File: config.mk
export PLATFORM = sky130hd
export DESIGN_NAME = instr_encoder_loader
export DESIGN_NICKNAME = d
export VERILOG_FILES = /design/src/rtl/instr_encoder_loader_pkg.sv /design/src/rtl/instr_encoder_loader_packer.sv /design/src/rtl/instr_encoder_loader.sv
export SDC_FILE = /design/constraint.sdc
export NUM_CORES = 1
export LEC_CHECK = 0
export ABC_AREA = 1
export CORE_MARGIN = 2
export CORE_UTILIZATION = 30
export CTS_CLUSTER_DIAMETER = 200
export DETAILED_ROUTE_END_ITERATION = 10
export PLACE_DENSITY = 0.56
export SLEW_MARGIN = 20
export SYNTH_ARGS = -nofsm -noshare
export SYNTH_HDL_FRONTEND = slang
export SYNTH_SLANG_ARGS = --single-unit
export TNS_END_PERCENT = 20
File: constraint.sdc
create_clock -name clk -period 8.3 [get_ports clk]
set_input_delay 0.83 -clock clk [delete_from_list [all_inputs] [get_ports clk]]
set_output_delay 0.83 -clock clk [all_outputs]
set_load 0.005 [all_outputs]
File: src/rtl/instr_encoder_loader_pkg.sv
// Shared definitions for the instruction encoder/loader: format codes, opcodes, loader states.
package instr_encoder_loader_pkg;

    typedef enum logic [2:0] {
        FMT_R = 3'd0,
        FMT_I = 3'd1,
        FMT_S = 3'd2,
        FMT_B = 3'd3,
        FMT_U = 3'd4,
        FMT_J = 3'd5
    } fmt_e;

    typedef enum logic {
        ST_LOAD = 1'b0,
        ST_FULL = 1'b1
    } load_state_e;

    localparam logic [6:0]  OP_OP     = 7'h33;
    localparam logic [6:0]  OP_IMM    = 7'h13;
    localparam logic [6:0]  OP_STORE  = 7'h23;
    localparam logic [6:0]  OP_BRANCH = 7'h63;
    localparam logic [6:0]  OP_LUI    = 7'h37;
    localparam logic [6:0]  OP_JAL    = 7'h6F;
    localparam logic [31:0] NOP_INSTR = 32'h0000_0013;

endpackage

File: src/rtl/instr_encoder_loader_packer.sv
// Combinational packer: decoded fields -> 32-bit RV instruction plus error flag.
// Immediate range checking is compiled in when IMM_RANGE_CHECK_EN is defined.
module instr_field_packer
    import instr_encoder_loader_pkg::*;
#(
    parameter int XLEN = 64
) (
    input  logic [2:0]      fmt,
    input  logic [6:0]      opcode,
    input  logic [4:0]      rd,
    input  logic [4:0]      rs1,
    input  logic [4:0]      rs2,
    input  logic [2:0]      funct3,
    input  logic [6:0]      funct7,
    input  logic [XLEN-1:0] imm,
    output logic [31:0]     instr,
    output logic            err
);

`ifdef IMM_RANGE_CHECK_EN
    localparam bit RANGE_EN = 1'b1;
`else
    localparam bit RANGE_EN = 1'b0;
`endif

    // True when v is representable as an n-bit two's complement value.
    function automatic logic fits_signed(input logic [XLEN-1:0] v, input int n);
        logic [XLEN-1:0] s;
        s = $signed(v) >>> (n - 1);
        return (s == '0) || (s == '1);
    endfunction

    logic range_bad;
    logic fmt_bad;

    always_comb begin
        // NOTE: every output gets a default first so no path leaves it unassigned (no latch).
        instr     = NOP_INSTR;
        range_bad = 1'b0;
        fmt_bad   = 1'b0;
        case (fmt)
            FMT_R: instr = {funct7, rs2, rs1, funct3, rd, opcode};
            FMT_I: begin
                instr     = {imm[11:0], rs1, funct3, rd, opcode};
                range_bad = !fits_signed(imm, 12);
            end
            FMT_S: begin
                instr     = {imm[11:5], rs2, rs1, funct3, imm[4:0], opcode};
                range_bad = !fits_signed(imm, 12);
            end
            FMT_B: begin
                instr     = {imm[12], imm[10:5], rs2, rs1, funct3, imm[4:1], imm[11], opcode};
                range_bad = !fits_signed(imm, 13) || imm[0];
            end
            FMT_U: begin
                instr     = {imm[31:12], rd, opcode};
                range_bad = !fits_signed(imm, 32) || (imm[11:0] != 12'h000);
            end
            FMT_J: begin
                instr     = {imm[20], imm[10:1], imm[11], imm[19:12], rd, opcode};
                range_bad = !fits_signed(imm, 21) || imm[0];
            end
            default: fmt_bad = 1'b1;
        endcase
    end

    assign err = fmt_bad | (range_bad & RANGE_EN);

endmodule

File: src/rtl/instr_encoder_loader.sv
// Encodes field bundles into RV instructions and streams them with byte addresses into
// instruction memory until DEPTH words are written. Optional: IMM_RANGE_CHECK_EN.
module instr_encoder_loader
    import instr_encoder_loader_pkg::*;
#(
    parameter int              DEPTH     = 16,
    parameter int              XLEN      = 64,
    parameter logic [XLEN-1:0] BASE_ADDR = '0
) (
    input  logic            clk,
    input  logic            reset,
    input  logic            restart,
    input  logic            in_valid,
    output logic            in_ready,
    input  logic [2:0]      in_fmt,
    input  logic [6:0]      in_opcode,
    input  logic [4:0]      in_rd,
    input  logic [4:0]      in_rs1,
    input  logic [4:0]      in_rs2,
    input  logic [2:0]      in_funct3,
    input  logic [6:0]      in_funct7,
    input  logic [XLEN-1:0] in_imm,
    output logic            out_valid,
    input  logic            out_ready,
    output logic [31:0]     out_instr,
    output logic [XLEN-1:0] out_addr,
    output logic            out_err,
    output logic            err_sticky,
    output logic            full
);

    localparam int              CW      = $clog2(DEPTH + 1);
    localparam logic [CW-1:0]   DEPTH_C = CW'(DEPTH);
    localparam logic [CW-1:0]   LAST_C  = CW'(DEPTH - 1);

    load_state_e   state;
    logic [CW-1:0] issued;   // bundles accepted since reset/restart
    logic [CW-1:0] index;    // words handed to memory since reset/restart
    logic [31:0]   pk_instr;
    logic          pk_err;
    logic          accept;
    logic          out_hs;

    instr_field_packer #(.XLEN(XLEN)) u_packer (
        .fmt    (in_fmt),
        .opcode (in_opcode),
        .rd     (in_rd),
        .rs1    (in_rs1),
        .rs2    (in_rs2),
        .funct3 (in_funct3),
        .funct7 (in_funct7),
        .imm    (in_imm),
        .instr  (pk_instr),
        .err    (pk_err)
    );

    assign in_ready = (state == ST_LOAD) & ~restart & (~out_valid | out_ready) & (issued < DEPTH_C);
    assign accept   = in_valid & in_ready;
    assign out_hs   = out_valid & out_ready;

    // NOTE: sequential state uses non-blocking assignments so all registers update together.
    always_ff @(posedge clk or posedge reset) begin
        if (reset) begin
            state      <= ST_LOAD;
            issued     <= '0;
            index      <= '0;
            out_valid  <= 1'b0;
            out_instr  <= '0;
            out_addr   <= BASE_ADDR;
            out_err    <= 1'b0;
            err_sticky <= 1'b0;
            full       <= 1'b0;
        end else if (restart) begin
            state      <= ST_LOAD;
            issued     <= '0;
            index      <= '0;
            out_valid  <= 1'b0;
            out_addr   <= BASE_ADDR;
            out_err    <= 1'b0;
            err_sticky <= 1'b0;
            full       <= 1'b0;
        end else begin
            // The last word keeps its address; the loader stops instead of advancing.
            if (out_hs) begin
                if (index == LAST_C) begin
                    state <= ST_FULL;
                    full  <= 1'b1;
                end else begin
                    index    <= index + 1'b1;
                    out_addr <= out_addr + XLEN'(4);
                end
            end
            if (accept) begin
                out_valid  <= 1'b1;
                out_instr  <= pk_instr;
                out_err    <= pk_err;
                err_sticky <= err_sticky | pk_err;
                issued     <= issued + 1'b1;
            end else if (out_hs) begin
                out_valid <= 1'b0;
            end
        end
    end

endmodule

[Word level (Yosys, flattened, before mapping)]
Cells that the tools add are included.
Word-level totals
  output and inout bits: 101
  register bits: 110
Operators by class
  add/subtract/negate cells: 3
  eq/ne operators: 7
  reduce and logical (&&, ||, !) cells: 9
  mux-type cells: 20
  magnitude comparators: 1
  bitwise gates (word level): 10
Operators by type and width (count)
  64-bit two-way mux: 3
  32-bit case mux with 6 select lines: 1
  64-bit by 3-bit adder with 64-bit output (second input constant): 1
  5-bit two-way mux: 5
  1-bit two-way mux: 11
  5-bit by 1-bit adder with 5-bit output (second input constant): 2
  3-bit by 2-bit equality test with 1-bit output (second input constant): 2
  3-bit equality test (second input constant): 2
  2-bit AND reduction: 3
  2-bit nonzero test: 3
  6-bit OR reduction: 1
  1-bit bitwise AND: 5
  5-bit by 4-bit equality test with 1-bit output (second input constant): 1
  5-bit less-than comparator (second input constant): 1
  3-bit by 1-bit equality test with 1-bit output (second input constant): 1
  3-bit zero test: 1
  1-bit NOT: 3
  3-bit nonzero test: 1
  2-bit inequality test (second input constant): 1
  1-bit OR: 2

[Longest topological paths before layout]
Gate-level depths: netlist of run 1.
  depth after elaboration: 7
  mapped depth: 14

[Cells and area by module]
From an unflattened synthesis of run 1, not the netlist that was laid out.
Second synthesis, totals
  cells, all modules: 965
  area, all modules: 6443.7 um^2
Modules (own cells, without submodules)
  instr_encoder_loader: seq. area each 2702.6 um^2, cells an instance 839, area an instance 5821.8 um^2, instances 1
  instr_field_packer: seq. area each 0.0 um^2, cells an instance 126, area an instance 621.8 um^2, instances 1

[Worst setup path after synthesis of run 1]
OpenSTA, ideal clock, no wires.
  path kind: input port to output port
  start: input port restart
  end: output port in_ready
  setup slack: 6.211 ns
  stages on the path: 2
  required time: 7.470 ns
  arrival: 1.259 ns
  path through: buf_6 > nor4_4
Between the ends
  cells in the longest elaborated chain, start to end: 4
Ends and longest elaborated chain
  start: declaration: line instr_encoder_loader.sv:12  | input logic restart,
  1-bit NOT (no source line)
  1-bit bitwise AND (3 in a row): line instr_encoder_loader.sv:57  | assign in_ready = (state == ST_LOAD) & ~restart & (~out_valid | out_ready) & (issued < DEPTH_C);
  end: declaration: line instr_encoder_loader.sv:14  | output logic in_ready,
Every way passes these cells.

[Final worst setup path of run 1]
Ends and elaborated chain as after synthesis.

==> run_results.csv, run 1 <==
group,metric,value,unit
power_and_ir_drop,power_density,139,nW/um^2
sta,finalMaxSlewViolations,0,
sta,finalSetupViolCount,0,
power_and_ir_drop,netSwitchingFraction,26.1,%
grt,grt_max_degree,73,
yosys,synth_seq_cells,108,
sta,max_slew_margin,42.8,%
cts,postCtsHoldBufs,0,
yosys,yosys-mux-area-fraction,0,%
cts,postCtsSetupRepairBufs,0,
sta,min_period,3.38,ns
place,placed_cell_area,8360,um^2
yosys,yosys_warnings,0,
power_and_ir_drop,p_clk_share,37.7,%
route,drcViolationCount,0,
floorplan,initial_core_util,30.5,%
cts,numCtsBuffers,9,
yosys,ys_types,42,
floorplan,ios,205,
cts,path_clk_slew,0.08,ns
critical_path,required,7.47,ns
yosys,avgSynthCellArea,6.86,um^2
place,gp_congestion,0.834,
critical_path,end_kind,"output pin",
cts,cts_tree,"yes",
power_and_ir_drop,max-vdd-ir-drop,0.0000760,V
place,place_hpwl,15100,um
sta,worst_pin_slew,0.858,ns
cts,cts.sinks,108,
final_layout,diodes,0,
final_layout,layout-drive-gt1-share,6.72,%
floorplan,dieArea,22600,um^2
yosys,synthAdderAreaFrac,0.781,%
worst_hold_path,hp-class,"reg -> reg",
route,first_pass_iters,5,
yosys,synth_compound_area_share,8.18,%
grt,track_usage,17.9,%
route,wl,19600,um
grt,overflow,0,
yosys,synth_top_area_share,42.2,%
sta,rsz0062_at_grt,"no",
place,io_buffers,170,
power_and_ir_drop,p_total,1.21,mW
power_and_ir_drop,p_comb_share,14.9,%
outcome,status,"finished, final reports clean",
cts,cts_root_buf,"clkbuf_16",
final_layout,nets,1205,
yosys,synthCells,934,
floorplan,core,21000,um^2
critical_path,ff2ff_setup_slack,5.86,ns
power_and_ir_drop,power.internal,0.891,mW
critical_path,worstPathMaxFanout,10,
floorplan,rows,53,
critical_path,cp-start-kind,"primary input",
yosys,syn_area,6410,um^2
cts,clockBufferDepth,2,
route,viasPerCell,4.61,
cts,htree_levels,3,
flow_run,cap_violations,0,
sta,fin_setup_tns,0,ns
power_and_ir_drop,power_frac_seq,47.3,%
route,via_count,6346,
sta,fin_crit_sh,40.8,%
sta,fmax,296,MHz
route,dr.first_iter.drc_count,319,
power_and_ir_drop,p_leak,3.94,nW
critical_path,critPathKind,"in -> out",
grt,antenna_found_initial,0,
floorplan,dieWidth,150,um
final_layout,final_area,8670,um^2
sta,fin_worst_skew,0.0129,ns
route,wire_per_inst,14.2,um
power_and_ir_drop,power_switching,0.315,mW
cts,worstSkewPairLatency,0.36,ns
yosys,yosysTopAreaCell,"dfrtp_1",
yosys,ys_seq_area_share,42.2,%
final_layout,area_delta_synth_final,35.3,%
cts,cts_resized,0,
yosys,synth_top_family_by_area,"simple AND/OR/NAND/NOR gates",
sta,hold_violations,0,
grt,grt_pass1_vias,6059,
critical_path,crit_arrival,2.55,ns
yosys,synth.area.top_cells,"dfrtp_1 (42%), nand2_1 (18%), nor2_1 (9.9%)",
floorplan,die_h,150,um
yosys,yosys.area_share.simple,40.7,%
grt,grt_first_pass_wirelength,31800,um
yosys,synth-xor-area-share,0.273,%
route,drtAntennaViolNets,0,
-- logic make-up after synthesis --
family	count (synthesis)
simple gates	601
buf+inv	125
flops	108
compound gates	93
fa+ha+maj	4
xor+xnor	2
other cells	1
-- per-layer routing --
metal	wire length [um]	GRT usage (%)
met1	8860	23.1
met2	8910	29.2
met3	1480	5.09
met4	365	5.57
met5	0	0
-- flip-flops by register name, summed over array words and instances (netlist names) --
register,count
out_err,1
index,5
out_instr,32
issued,5
state,1
out_addr,62
out_valid,1
err_sticky,1
-- Yosys cell counts, drive strengths merged --
| master | count |
|---|---|
| and3 | 1 |
| o21ai | 34 |
| o41ai | 1 |
| o21a | 4 |
| xor2 | 2 |
| nand4 | 10 |
| a31oi | 2 |
| nor3b | 1 |
| ha | 4 |
| and2 | 2 |
| inv | 104 |
| a22oi | 8 |
| nor4 | 1 |
| a21oi | 37 |
| nor3 | 13 |
| nor2 | 190 |
| buf | 11 |
| o31ai | 2 |
| nand3b | 2 |
| o21bai | 1 |
| conb | 1 |
| nand2 | 316 |
| clkbuf | 10 |
| dfrtp | 108 |
| a21o | 4 |
| nand3 | 65 |
-- power by group through the flow --
stage,sequential (mW),combinational [mW],clock [mW]
floorplan,0.582,0.0696,0
global placement,0.580,0.185,0
detailed placement,0.580,0.184,0
CTS,0.571,0.184,0.472
global route,0.575,0.201,0.491
finish,0.571,0.180,0.455
-- stage by stage --
step	utilization (%)	hold WS, ns	worst slack, ns	std cells
6_report	41.2	0.481	4.92	1377
5_1_grt	41.2	0.504	4.79	1377
4_1_cts	41.2	0.485	4.87	1377
3_5_place_dp	39.8	0.464	4.70	1361
3_3_place_gp	39.8	0.461	4.65	1361
2_1_floorplan	-	0.452	4.62	935
-- critical path, cell delays in order --
cell             delay [ns]
clkdlybuf4s50_1        0.72
nor4_4                 0.44
clkdlybuf4s50_1        0.55
-- cells in the final DEF, fill, tap and decap left out, types with 8 or more instances in the layout --
| cell type | Yosys | layout |
|---|---|---|
| nor2_2 | 10 | 10 |
| o21ai_0 | 17 | 17 |
| clkbuf_16 | 0 | 9 |
| nand4_1 | 9 | 9 |
| inv_2 | 13 | 13 |
| nand2_2 | 12 | 12 |
| nor2_4 | 9 | 9 |
| nor2_1 | 169 | 169 |
| nand3_1 | 63 | 63 |
| o21ai_1 | 17 | 17 |
| nor3_1 | 12 | 12 |
| a21oi_1 | 37 | 37 |
| inv_1 | 90 | 89 |
| clkdlybuf4s50_1 | 0 | 170 |
| nand2_1 | 302 | 302 |
| dfrtp_1 | 108 | 108 |
| a22oi_1 | 8 | 8 |
-- final cells by class --
type	count	area (um^2)
clock buffer	9	225
fill	2229	12400
sequential	108	2700
timing repair buffer	172	1720
clock inverter	7	80.1
tap	275	344
inverter	104	395
multi-input combinational	702	3210
-- path summary, 6_finish.rpt --
check | from | endpoint | cells after the start
hold reg to reg | out_instr[8]$_DFFE_PP0P_ | out_instr[8]$_DFFE_PP0P_ | 1
hold / removal | out_instr[8]$_DFFE_PP0P_ | out_instr[8]$_DFFE_PP0P_ | 1
max in group asynchronous | reset | out_addr[7]$_DFFE_PP0P_ | 3
setup / recovery | restart | in_ready | 3
setup reg to reg | index[0]$_DFFE_PP0P_ | out_addr[63]$_DFFE_PP0P_ | 14
min in group asynchronous | reset | out_instr[24]$_DFFE_PP0P_ | 2
No activity file was read; power rests on OpenSTA's default activity.
==> run 2, diff against run 1 <==
--- a/config.mk
+++ b/config.mk
@@ -10,7 +10,7 @@
 export CORE_UTILIZATION = 30
 export CTS_CLUSTER_DIAMETER = 200
 export DETAILED_ROUTE_END_ITERATION = 10
-export PLACE_DENSITY = 0.56
+export PLACE_DENSITY = 0.58
 export SLEW_MARGIN = 20
 export SYNTH_ARGS = -nofsm -noshare
 export SYNTH_HDL_FRONTEND = slang
==> constraint.sdc (replaced) <==
create_clock -name clk -period 3.04 [get_ports clk]
set_input_delay 0.304 -clock clk [delete_from_list [all_inputs] [get_ports clk]]
set_output_delay 0.304 -clock clk [all_outputs]
set_load 0.005 [all_outputs]
==> run 2 against run 1 <==
  * Final cell count up 0.22%
  * Flip-flop and latch count did not move
  * Clock power rose to 2.6 times the previous value
  * Critical path depth grew 11
  * Total power grew to 2.7 times the previous value
  * Die area stayed put
  * Hold slack worse by 0.085 ns
  * Critical endpoint is now out_addr[63]$_DFFE_PP0P_
==> run_results.csv, run 2 (same netlist as run 1, synthesis figures left out) <==
group,metric,value,unit
final_layout,reg_top3,"out_addr (62), out_instr (32)",
final_layout,area_delta_synth_final,35.6,%
power_and_ir_drop,power.internal,2.39,mW
place,place_inst,1364,
route,dr.first_iter.drc_count,336,
critical_path,worst_r2r_endpoint,"out_addr[63]$_DFFE_PP0P_",
grt,grt_max_degree,75,
power_and_ir_drop,p_clk_share,36.6,%
worst_hold_path,hp-class,"in -> async",
route,drcViolationCount,0,
power_and_ir_drop,power_frac_seq,48.2,%
floorplan,dieArea,22600,um^2
sta,fin_setup_tns,0,ns
power_and_ir_drop,p_total,3.24,mW
place,place_hpwl,15000,um
critical_path,endpoint,"out_addr[63]$_DFFE_PP0P_",
cts,cts_tree,"yes",
cts,clockBufferDepth,2,
critical_path,critPathKind,"reg -> reg",
sta,finalSetupViolCount,0,
sta,min_period,2.39,ns
final_layout,fillers,2187,
critical_path,rr_worst_depth,14,
final_layout,diodes,0,
route,viasPerCell,4.59,
final_layout,final_cell_mix,"nand2_1 (302), clkdlybuf4s50_1 (170), nor2_1 (169)",
final_layout,layout-drive-gt1-share,6.88,%
final_layout,largest_reg_flops,62,
final_layout,mostFrequentLayoutCell,"nand2_1",
critical_path,startpoint,"index[0]$_DFFE_PP0P_",
route,first_pass_iters,7,
cts,postCtsHoldBufs,0,
sta,fin_worst_skew,0.0130,ns
cts,postCtsSetupRepairBufs,0,
cts,numCtsBuffers,9,
sta,fmax,418,MHz
flow_run,cap_violations,0,
critical_path,r2r_start,"index[0]$_DFFE_PP0P_",
route,wl,19300,um
floorplan,rows,53,
final_layout,instances_no_fill,1380,
sta,hold_violations,0,
critical_path,cp-start-kind,"flop",
critical_path,required,3.30,ns
critical_path,crit_arrival,2.65,ns
power_and_ir_drop,max-vdd-ir-drop,0.000216,V
power_and_ir_drop,p_comb_share,15.3,%
cts,worstSkewPairLatency,0.36,ns
power_and_ir_drop,power_density,373,nW/um^2
grt,overflow,0,
final_layout,regMostFlops,"out_addr",
route,wire_per_inst,14.0,um
cts,cts_root_buf,"clkbuf_16",
floorplan,core,21000,um^2
place,io_buffers,170,
sta,finalMaxSlewViolations,0,
sta,fin_crit_sh,78.7,%
power_and_ir_drop,netSwitchingFraction,26.2,%
cts,cts_resized,0,
floorplan,die_h,150,um
sta,max_slew_margin,46.2,%
place,gp_congestion,0.859,
power_and_ir_drop,power_switching,0.847,mW
grt,track_usage,17.4,%
cts,cts.sinks,108,
grt,grt_pass1_vias,5915,
grt,antenna_found_initial,0,
sta,whs,0.397,ns
critical_path,end_kind,"flop",
cts,path_clk_slew,0.08,ns
route,via_count,6340,
sta,rsz0062_at_grt,"no",
floorplan,ios,205,
critical_path,ff2ff_setup_slack,0.65,ns
grt,grt_first_pass_wirelength,30500,um
sta,worst_pin_slew,0.799,ns
outcome,status,"finished, final reports clean",
cts,htree_levels,3,
floorplan,dieWidth,150,um
critical_path,worstPathMaxFanout,8,
final_layout,nets,1208,
floorplan,initial_core_util,30.5,%
route,drtAntennaViolNets,0,
power_and_ir_drop,p_leak,3.95,nW
==> run 2: cell types whose count changed in the layout (fill, tap and decap cells not counted), sizes merged <==
| cell | before | now |
|---|---|---|
| buf | 2 | 5 |
| inv | 108 | 103 |
| bufinv | 1 | 0 |
| clkinv | 0 | 3 |
| clkbuf | 9 | 12 |
==> run 2: worst min-delay path by stage <==
stage,from,endpoint,slack (ns),cells past startpoint
after floorplan,in_opcode[2],out_instr[2]$_DFFE_PP0P_,0.41,2
after global placement,out_instr[5]$_DFFE_PP0P_,out_instr[5]$_DFFE_PP0P_,0.46,2
after detailed placement,out_instr[2]$_DFFE_PP0P_,out_instr[2]$_DFFE_PP0P_,0.47,2
after CTS,reset,out_valid$_DFFE_PP0P_,0.45,3
after global routing,reset,out_valid$_DFFE_PP0P_,0.48,3
final,reset,out_valid$_DFFE_PP0P_,0.40,3
==> run 2: layer usage <==
layer	global-route usage, %	share of wire (%)	up-vias
met5	0	0	-
met4	5.28	1.5	0
met3	4.52	6.8	17
met2	28.8	46	180
met1	22.3	45	2881
li1	-	-	3262
==> run 2: critical path, stage by stage (launching register included) <==
cell and delay, ns:
dfrtp_1 0.41, ha_1 0.22, nand2_1 0.09, nor2_1 0.04
ha_1 0.20, inv_1 0.09, nand3_2 0.15, nand2_2 0.23
nand2_1 0.15, nor2_4 0.21, nand2_2 0.15, nor2_1 0.20
nand2_1 0.07, nand2_1 0.06, nor2_1 0.04
==> run 2: cell type report <==
class                   instances  area (um^2)  share of cell area, %
multi-input cells             702         3210                   36.9
flip-flops and latches        108         2700                   31.1
repair buffers                175         1750                   20.2
inverters                     104          397                   4.56
well taps                     275          344                   3.96
clock buffers                  12          256                   2.95
clock inverters                 4         33.8                  0.389
==> run 2: power groups by stage <==
stage               combinational, mW  sequential [mW]  clock [mW]
floorplan                       0.190             1.59           0
global placement                0.508             1.58           0
detailed placement              0.505             1.58           0
CTS                             0.506             1.56        1.21
global route                    0.551             1.57        1.28
finish                          0.495             1.56        1.18
==> run 2: through the flow <==
stage | worst slack, ns | utilization (%) | cell area (um^2)
after floorplan | 1.10 | - | 6420
after global placement | 0.618 | 40.0 | 8400
after detailed placement | 0.633 | 40.0 | 8400
after CTS | 0.654 | 41.3 | 8690
after global routing | 0.408 | 41.3 | 8690
final | 0.648 | 41.3 | 8690
==> run 3, diff against run 2 <==
--- a/config.mk
+++ b/config.mk
@@ -10,7 +10,7 @@
 export CORE_UTILIZATION = 30
 export CTS_CLUSTER_DIAMETER = 200
 export DETAILED_ROUTE_END_ITERATION = 10
-export PLACE_DENSITY = 0.58
+export PLACE_DENSITY = 0.56
 export SLEW_MARGIN = 20
 export SYNTH_ARGS = -nofsm -noshare
 export SYNTH_HDL_FRONTEND = slang
==> constraint.sdc (replaced) <==
create_clock -name clk -period 2.3 [get_ports clk]
set_input_delay 0.23 -clock clk [delete_from_list [all_inputs] [get_ports clk]]
set_output_delay 0.23 -clock clk [all_outputs]
set_load 0.005 [all_outputs]
==> run 3 against run 2 <==
  * Sequential share of layout area fell by 0.39 points
  * First-iteration DRC count rose by 1.8%
  * Design area rose by 1.3%
  * Combinational power rose by 37%
  * Final cell count rose by 0.87%
  * Flip-flop and latch count did not move
  * Largest cell class unchanged
  * Wire length rose by 1.9%
  * Clock-buffer cell count fell by 3
  * Critical path depth did not move
  * Global-route usage rose by 0.50 points
==> run_results.csv, run 3 (same netlist as run 1, synthesis figures left out) <==
group,metric,value,unit
sta,fin_worst_skew,0.00951,ns
sta,max_slew_margin,51.2,%
outcome,status,"finished, final reports clean",
flow_run,cap_violations,0,
critical_path,end_kind,"flop",
critical_path,required,2.55,ns
cts,numCtsBuffers,9,
route,via_count,6340,
final_layout,diodes,0,
power_and_ir_drop,power_density,485,nW/um^2
critical_path,worstPathMaxFanout,5,
final_layout,final_cell_mix,"nand2_1 (302), clkdlybuf4s50_1 (170), nor2_1 (169)",
sta,finalMaxSlewViolations,0,
cts,worstSkewPairLatency,0.36,ns
final_layout,layout-drive-gt1-share,7.97,%
final_layout,instances_no_fill,1392,
sta,fin_crit_sh,90.0,%
cts,cts_tree,"yes",
cts,cts_root_buf,"clkbuf_16",
place,gp_congestion,0.877,
route,drtAntennaViolNets,0,
floorplan,core,21000,um^2
critical_path,crit_arrival,2.32,ns
floorplan,dieWidth,150,um
floorplan,ios,205,
sta,min_period,2.07,ns
final_layout,regMostFlops,"out_addr",
cts,postCtsSetupRepairBufs,0,
sta,rsz0062_at_grt,"yes",
grt,grt_max_degree,59,
route,first_pass_iters,5,
route,drcViolationCount,0,
grt,track_usage,17.9,%
cts,postCtsHoldBufs,0,
final_layout,largest_reg_flops,62,
critical_path,critPathKind,"reg -> reg",
final_layout,reg_top3,"out_addr (62), out_instr (32)",
route,dr.first_iter.drc_count,342,
route,viasPerCell,4.55,
power_and_ir_drop,p_leak,4.01,nW
place,place_inst,1376,
place,place_hpwl,15700,um
place,io_buffers,170,
power_and_ir_drop,max-vdd-ir-drop,0.000318,V
floorplan,rows,53,
cts,cts.sinks,108,
route,wl,19600,um
final_layout,fillers,2171,
cts,cts_resized,0,
grt,grt_pass1_vias,6017,
grt,overflow,0,
route,wire_per_inst,14.1,um
sta,hold_violations,0,
cts,path_clk_slew,0.08,ns
grt,grt_first_pass_wirelength,31400,um
floorplan,dieArea,22600,um^2
critical_path,cp-start-kind,"flop",
cts,clockBufferDepth,2,
sta,worst_pin_slew,0.725,ns
floorplan,die_h,150,um
sta,finalSetupViolCount,0,
worst_hold_path,hp-class,"in -> async",
sta,fmax,483,MHz
final_layout,area_delta_synth_final,37.3,%
floorplan,initial_core_util,30.5,%
place,placed_cell_area,8520,um^2
final_layout,nets,1220,
final_layout,mostFrequentLayoutCell,"nand2_1",
cts,htree_levels,3,
grt,antenna_found_initial,0,
final_layout,final_area,8800,um^2
## run 3: cell count changes in the layout (fill, tap and decap cells not counted), sizes merged
cell,before,now
inv,103,105
buf,5,17
clkbuf,12,9
clkinvlp,2,3
## run 3: layout make-up
class	count	area [um^2]	share of cell area, %
well taps	275	344	3.91
repair buffers	187	1870	21.2
flip-flops and latches	108	2700	30.7
clock inverters	7	61.3	0.697
clock buffers	9	225	2.56
inverters	104	397	4.51
multi-input cells	702	3210	36.4
## run 3: power breakdown
part | total [mW] | switching [mW] | internal [mW]
combinational | 0.679 | 0.301 | 0.378
clock | 1.53 | 0.775 | 0.753
sequential | 2.06 | 0.0624 | 2.00
total | 4.27 | 1.14 | 3.13
## run 3: path summary, 6_finish.rpt
path / start / end / slack, ns / depth (start not counted)
hold reg to reg: out_instr[9]$_DFFE_PP0P_ / out_instr[9]$_DFFE_PP0P_ / 0.48 / 1
setup reg to reg: index[0]$_DFFE_PP0P_ / out_addr[63]$_DFFE_PP0P_ / 0.23 / 14
max in group asynchronous: reset / out_addr[28]$_DFFE_PP0P_ / 1.43 / 3
hold / removal: reset / out_instr[19]$_DFFE_PP0P_ / 0.30 / 2
min in group clk: in_opcode[6] / out_instr[6]$_DFFE_PP0P_ / 0.40 / 3
setup / recovery: index[0]$_DFFE_PP0P_ / out_addr[63]$_DFFE_PP0P_ / 0.23 / 14
## run 3: critical path, stage by stage, from the launching register on
cell     delay [ns]
dfrtp_1        0.41
ha_1           0.23
nand2_1        0.08
nor2_1         0.05
ha_1           0.19
inv_1          0.08
nand3_2        0.08
nand2_2        0.11
nand2_1        0.11
nor2_4         0.15
nand2_2        0.14
nor2_1         0.17
nand2_1        0.06
nand2_1        0.05
nor2_1         0.04
## run 3: routing by layer
metal,track usage [%],wire (um),up-vias
met5,0,0,-
met4,6.65,489,0
met3,5.15,1550,27
met2,29.6,9080,206
met1,22.2,8510,2823
li1,-,-,3284
## run 3: per-stage QoR
step / setup TNS, ns / power, mW / setup slack (ns) / hold slack, ns / util, %
2_1_floorplan: 0 / 2.35 / 0.358 / 0.340 / -
3_3_place_gp: 0 / 2.79 / 0.251 / 0.460 / 40.5
3_5_place_dp: 0 / 2.79 / 0.217 / 0.464 / 40.5
4_1_cts: 0 / 4.35 / 0.201 / 0.312 / 41.9
5_1_grt: -0.00374 / 4.49 / -0.00374 / 0.358 / 41.9
6_report: 0 / 4.27 / 0.229 / 0.301 / 41.9
==> RTL change 1: new RTL, settings of run 2 <==
Change the parameter `DEPTH` from 16 to 8.
--- a/src/rtl/instr_encoder_loader.sv
+++ b/src/rtl/instr_encoder_loader.sv
@@ -3,7 +3,7 @@
 module instr_encoder_loader
     import instr_encoder_loader_pkg::*;
 #(
-    parameter int              DEPTH     = 16,
+    parameter int              DEPTH     = 8,
     parameter int              XLEN      = 64,
     parameter logic [XLEN-1:0] BASE_ADDR = '0
 ) (
Formal check against the unedited RTL: not equivalent (Yosys sat finds a counterexample within 10 cycles, from zero or initial values and one cycle with reset high).
==> RTL change 1 against run 2 <==
  * Sequential cell count fell by 2
  * Design area grew 0.13%
  * Setup slack better by 95 ps
  * Largest cell class unchanged
  * Via count is 2.7% higher
  * Wire length grew 4.2%
  * Highest routed layer unchanged
  * Hold slack improved by 28 ps
  * Power increased by 1.4%
  * Synthesized area grew 0.29%
  * Synthesized cell count grew 3.4%
  * Global-route usage rose by 0.92 points
  * Core utilization rose by 0.054 points
  * Fmax up 4.1%
==> RTL change 1: results (changes against run 2) <==
* Vias post-DR at 6,509 (+2.7%)
* Routed len/inst at 14.26 µm (+2.1%)
* Top cells by area, synth: dfrtp_1, nand2_1, nor2_1, nand3_1, inv_1
* Num CTS Buffers at 9 (unchanged)
* Overflow after GRT at 0 (unchanged)
* Register area share after synthesis at 0.4126 (-0.009016)
* Post-synth cell types at 38 (-9.5%)
* Synth Area in XOR/XNOR at 0.002725 (-0.000007978)
* Layout cell share with drive strength beyond 1 at 0.05115 (-0.01763)
* Post-synthesis adder-cell area fraction at 0.005839 (-0.001969)
* GRT Total Usage at 0.1831 (+0.009178)
* Relative slew slack at 0.4881 (+0.02608)
* CP max FO at 9 (+1)
* Routed WL at 20.09 mm (+4.2%)
* Critical path's slowest cell: clkdlybuf4s50_1
* DP Cell Count at 1,393 (+2.1%)
* Fin nets at 1,236 (+2.3%)
* Worst VDD drop at 0.0002036 V (-5.9%)
* Vias in the first global route at 6,186 (+4.6%)
* Slowest cell delay on critical path at 710 ps (+300 ps)
* Cell family with the largest share of critical-path delay: buffers and inverters
* First-pass GRT wire length at 32.32 mm (+5.8%)
* Drt first pass iters at 5 (-2)
* Warnings from Yosys at 0 (unchanged)
* GP Congestion at 0.9011 (+4.9%)
* Worst endpoint data arrival time at 1990 ps (-660 ps)
* HPWL after DPL at 15.68 mm (+4.6%)
* Avg Cell Area, Syn at 6.655 µm² (-3.0%)
* P_leak at 3.746 nW (-5.1%)
* Compound-Gate Fraction of Synth Area at 0.07415 (-0.007635)
* Clock slew at reported path FFs at 80 ps (about the same)
* Skew final at 9.452 ps (-3.562 ps)
* Post-DP Area at 8398 µm² (about the same)
* Post-synth top cells: nand2_1, nor2_1, dfrtp_1
* Status: completed
* DR iter-0 viols at 332 (-1.2%)
## RTL change 1: layout make-up
| class | instances | area [µm²] |
|---|---|---|
| Clock buffer | 9 | 225.2 |
| Inverter | 96 | 365.4 |
| Multi-Input combinational cell | 741 | 3272 |
| Sequential cell | 106 | 2653 |
| Tap cell | 275 | 344.1 |
| Fill cell | 2252 | 12320 |
| Timing Repair Buffer | 175 | 1764 |
| Clock inverter | 7 | 78.83 |
## RTL change 1: final timing paths
path,from,endpoint,slack [ps],cells past startpoint
worst max-delay path,restart,in_ready,740,3
worst min-delay path,reset,out_addr[6]$_DFFE_PP0P_,430,2
worst max register to register,index[0]$_DFFE_PP0P_,out_addr[12]$_DFFE_PP0P_,970,9
worst min register to register,out_instr[23]$_DFFE_PP0P_,out_instr[23]$_DFFE_PP0P_,480,2
max in group asynchronous,reset,out_instr[28]$_DFFE_PP0P_,1960,3
min in group clk,out_instr[23]$_DFFE_PP0P_,out_instr[23]$_DFFE_PP0P_,480,2
## RTL change 1: logic make-up (layout without fill, tap and decap cells)
group / count (synthesis) / after routing
simple gates: 651 / 651
buf+inv: 120 / 287
flops: 106 / 106
compound gates: 83 / 83
fa+ha+maj: 3 / 3
xor+xnor: 2 / 2
other cells: 1 / 2
## RTL change 1: report_power, final
part           switching, mW  internal, mW  total (mW)  leakage, nW
clock                  0.574         0.647        1.22        0.150
sequential            0.0539          1.49        1.55         1.43
combinational          0.238         0.279       0.517         2.16
## RTL change 1: metrics by stage
step	total power, mW	setup slack (ps)
3_3_place_gp	2.098	560.3
5_1_grt	3.461	625.3
2_1_floorplan	1.782	1461
4_1_cts	3.338	721.3
6_report	3.285	743.4
3_5_place_dp	2.096	533.7
## RTL change 1: routing by layer
| layer | GRT usage | wire length [µm] | part of all wire |
|---|---|---|---|
| met5 | 0 | 0 | 0 |
| met4 | 0.04575 | 275 | 0.014 |
| met3 | 0.06394 | 1757 | 0.087 |
| met2 | 0.2989 | 9350 | 0.47 |
| met1 | 0.2318 | 8703 | 0.43 |
## RTL change 1: worst reg2reg max path, delay by kind of cell, from the launching register on
kind            cells  cell delay [ps]
simple gates        6             1000
flops               1              410
buf+inv             1              250
fa+ha+maj           1              230
compound gates      1               90
==> RTL change 2: new RTL, settings of run 2 <==
Made on the original files. Make the reset (`reset`) synchronous in one clocked block.
--- a/src/rtl/instr_encoder_loader.sv
+++ b/src/rtl/instr_encoder_loader.sv
@@ -59,7 +59,7 @@
     assign out_hs   = out_valid & out_ready;
 
     // NOTE: sequential state uses non-blocking assignments so all registers update together.
-    always_ff @(posedge clk or posedge reset) begin
+    always_ff @(posedge clk) begin
         if (reset) begin
             state      <= ST_LOAD;
             issued     <= '0;
Check against the original RTL: differs if reset is asserted again (counterexample within 4 cycles, from zero or initial values and one cycle with reset high); with reset held inactive, the same outputs for 4 cycles.
==> RTL change 2 against run 2 <==
  * Wire length down 4.1%
  * Final cell count down 1.7%
  * Setup slack worse by 41 ps
  * Power down 4.3%
  * Design area down 5.6%
  * Sequential cell count unchanged
  * Synthesized area down 8.0%
  * Critical endpoint is now out_addr[47]$_SDFFE_PP0P_
  * Highest routed layer unchanged
==> RTL change 2: results (changes against run 2) <==
* Antenna Cells at 0 (unchanged)
* Post-synth cell types at 34 (-19%)
* Register area share after synthesis at 0.3666 (-0.05498)
* Filler cells at 2,100 (-4.0%)
* Cell family with the largest share of critical-path delay: simple AND/OR/NAND/NOR gates
* Warnings from Yosys at 0 (unchanged)
* Layout cell share with drive strength beyond 1 at 0.06233 (-0.006450)
* Mean number of vias per cell at 4.582 (-0.27%)
* Initial antenna violation count at 0 (unchanged)
* P&R area growth vs syn at 39.08%
* Worst endpoint data arrival time at 2690 ps (+40 ps)
* Critical path's slowest cell: nand3_1
* Worst min-delay path class: reg -> reg
* Slowest cell delay on critical path at ~420 ps
* Fin nets at 1,194 (-1.2%)
* CP max FO at 13 (+5)
* Relative slew slack at 0.4961 (+0.03407)
* GRT Total Usage at 0.1797 (+0.005728)
* Biggest regs: out_addr x62, out_instr x32
* Post-synth top cells: nand2_1, nor2_1, dfxtp_1
* HPWL after DPL at 14.22 mm (-5.0%)
* GP Congestion at 0.8547 (-0.51%)
* Fraction of registers with async set/reset at 0 (-1.000)
* PostCTS Resize Cnt at 0 (unchanged)
* Largest net degree at the start of global routing at 58 (-23%)
* Drt first pass iters at 4 (-3)
* Vias in the first global route at 5,649 (-4.5%)
* DR iter-0 viols at 340 (+1.2%)
* Status: completed
* CTS H-tree depth at 3 (unchanged)
* Top cells by area, synth: dfxtp_1, nand2_1, nor2_1, inv_1, a21oi_1
* Ys flop type: dfxtp_1
* Skew final at 14.84 ps (+1.822 ps)
* Routed len/inst at 13.63 µm (-2.4%)
* Num CTS Buffers at 9 (unchanged)
* Worst VDD drop at 0.0002838 V (+31%)
* First-pass GRT wire length at 29.04 mm (-4.9%)
* P_leak at 2.896 nW (-27%)
* Root Buffer: clkbuf_16
* Post-DP Area at 7868 µm² (-6.3%)
## RTL change 2: cell types whose count changed in the layout (fill, tap and decap cells not counted), moves of 16 or more
cell | run 2 | this run
dfrtp_1 | 108 | 0
o21ai_1 | 17 | 1
nand4_1 | 9 | 27
a21oi_1 | 37 | 67
nand2_1 | 302 | 266
dfxtp_1 | 0 | 108
o21ai_0 | 17 | 37
## RTL change 2: metrics by stage
stage | cells | setup WS (ps)
global route | 1356 | 312.9
detailed placement | 1340 | 620.3
CTS | 1356 | 601.5
finish | 1356 | 606.9
global placement | 1340 | 609.1
floorplan | 924 | 1262
## RTL change 2: report_power, final
group	switching, mW	internal (mW)
logic	0.136	0.160
registers	0.0113	1.43
clock network	0.583	0.776
## RTL change 2: area by class of cell
type	count	share of cell area
clock inverters	4	0.009458
flip-flops and latches	108	0.2636
repair buffers	178	0.2148
well taps	265	0.04043
clock buffers	12	0.03127
inverters	94	0.04302
multi-input cells	695	0.3974
## RTL change 2: final timing paths
path	startpoint	end	slack [ps]	depth (start not counted)
setup reg to reg	index[0]$_SDFFE_PP0P_	out_addr[47]$_SDFFE_PP0P_	610	14
hold reg to reg	index[3]$_SDFFE_PP0P_	index[3]$_SDFFE_PP0P_	450	1
hold / removal	index[3]$_SDFFE_PP0P_	index[3]$_SDFFE_PP0P_	450	1
setup / recovery	index[0]$_SDFFE_PP0P_	out_addr[47]$_SDFFE_PP0P_	610	14
## RTL change 2: worst reg2reg max path, cell delays in order, from the launching register on
cell and delay, ps:
dfxtp_1 330, ha_1 200, inv_1 70, nor2_1 50
ha_1 240, inv_1 90, nand3_1 420, nor2_1 230
nand2_1 120, nor2_2 140, nand3_1 140, nor2_1 150
nand2_1 70, nand2_1 60, nor2_1 40
## RTL change 2: per-layer routing
layer | share of wire | GRT usage
met1 | 0.46 | 0.2297
met2 | 0.45 | 0.2927
met3 | 0.073 | 0.05265
met4 | 0.015 | 0.05621
met5 | 0 | 0
## RTL change 2: cell families (layout without fill, tap and decap cells)
logic type | after synthesis | after routing | share of synthesized area
fa+ha+maj | 4 | 4 | 0.008488
other cells | 1 | 2 | 0.0006359
xor+xnor | 7 | 7 | 0.01040
buf+inv | 121 | 288 | 0.08254
flops | 108 | 108 | 0.3666
simple gates | 565 | 565 | 0.4265
compound gates | 117 | 117 | 0.1048
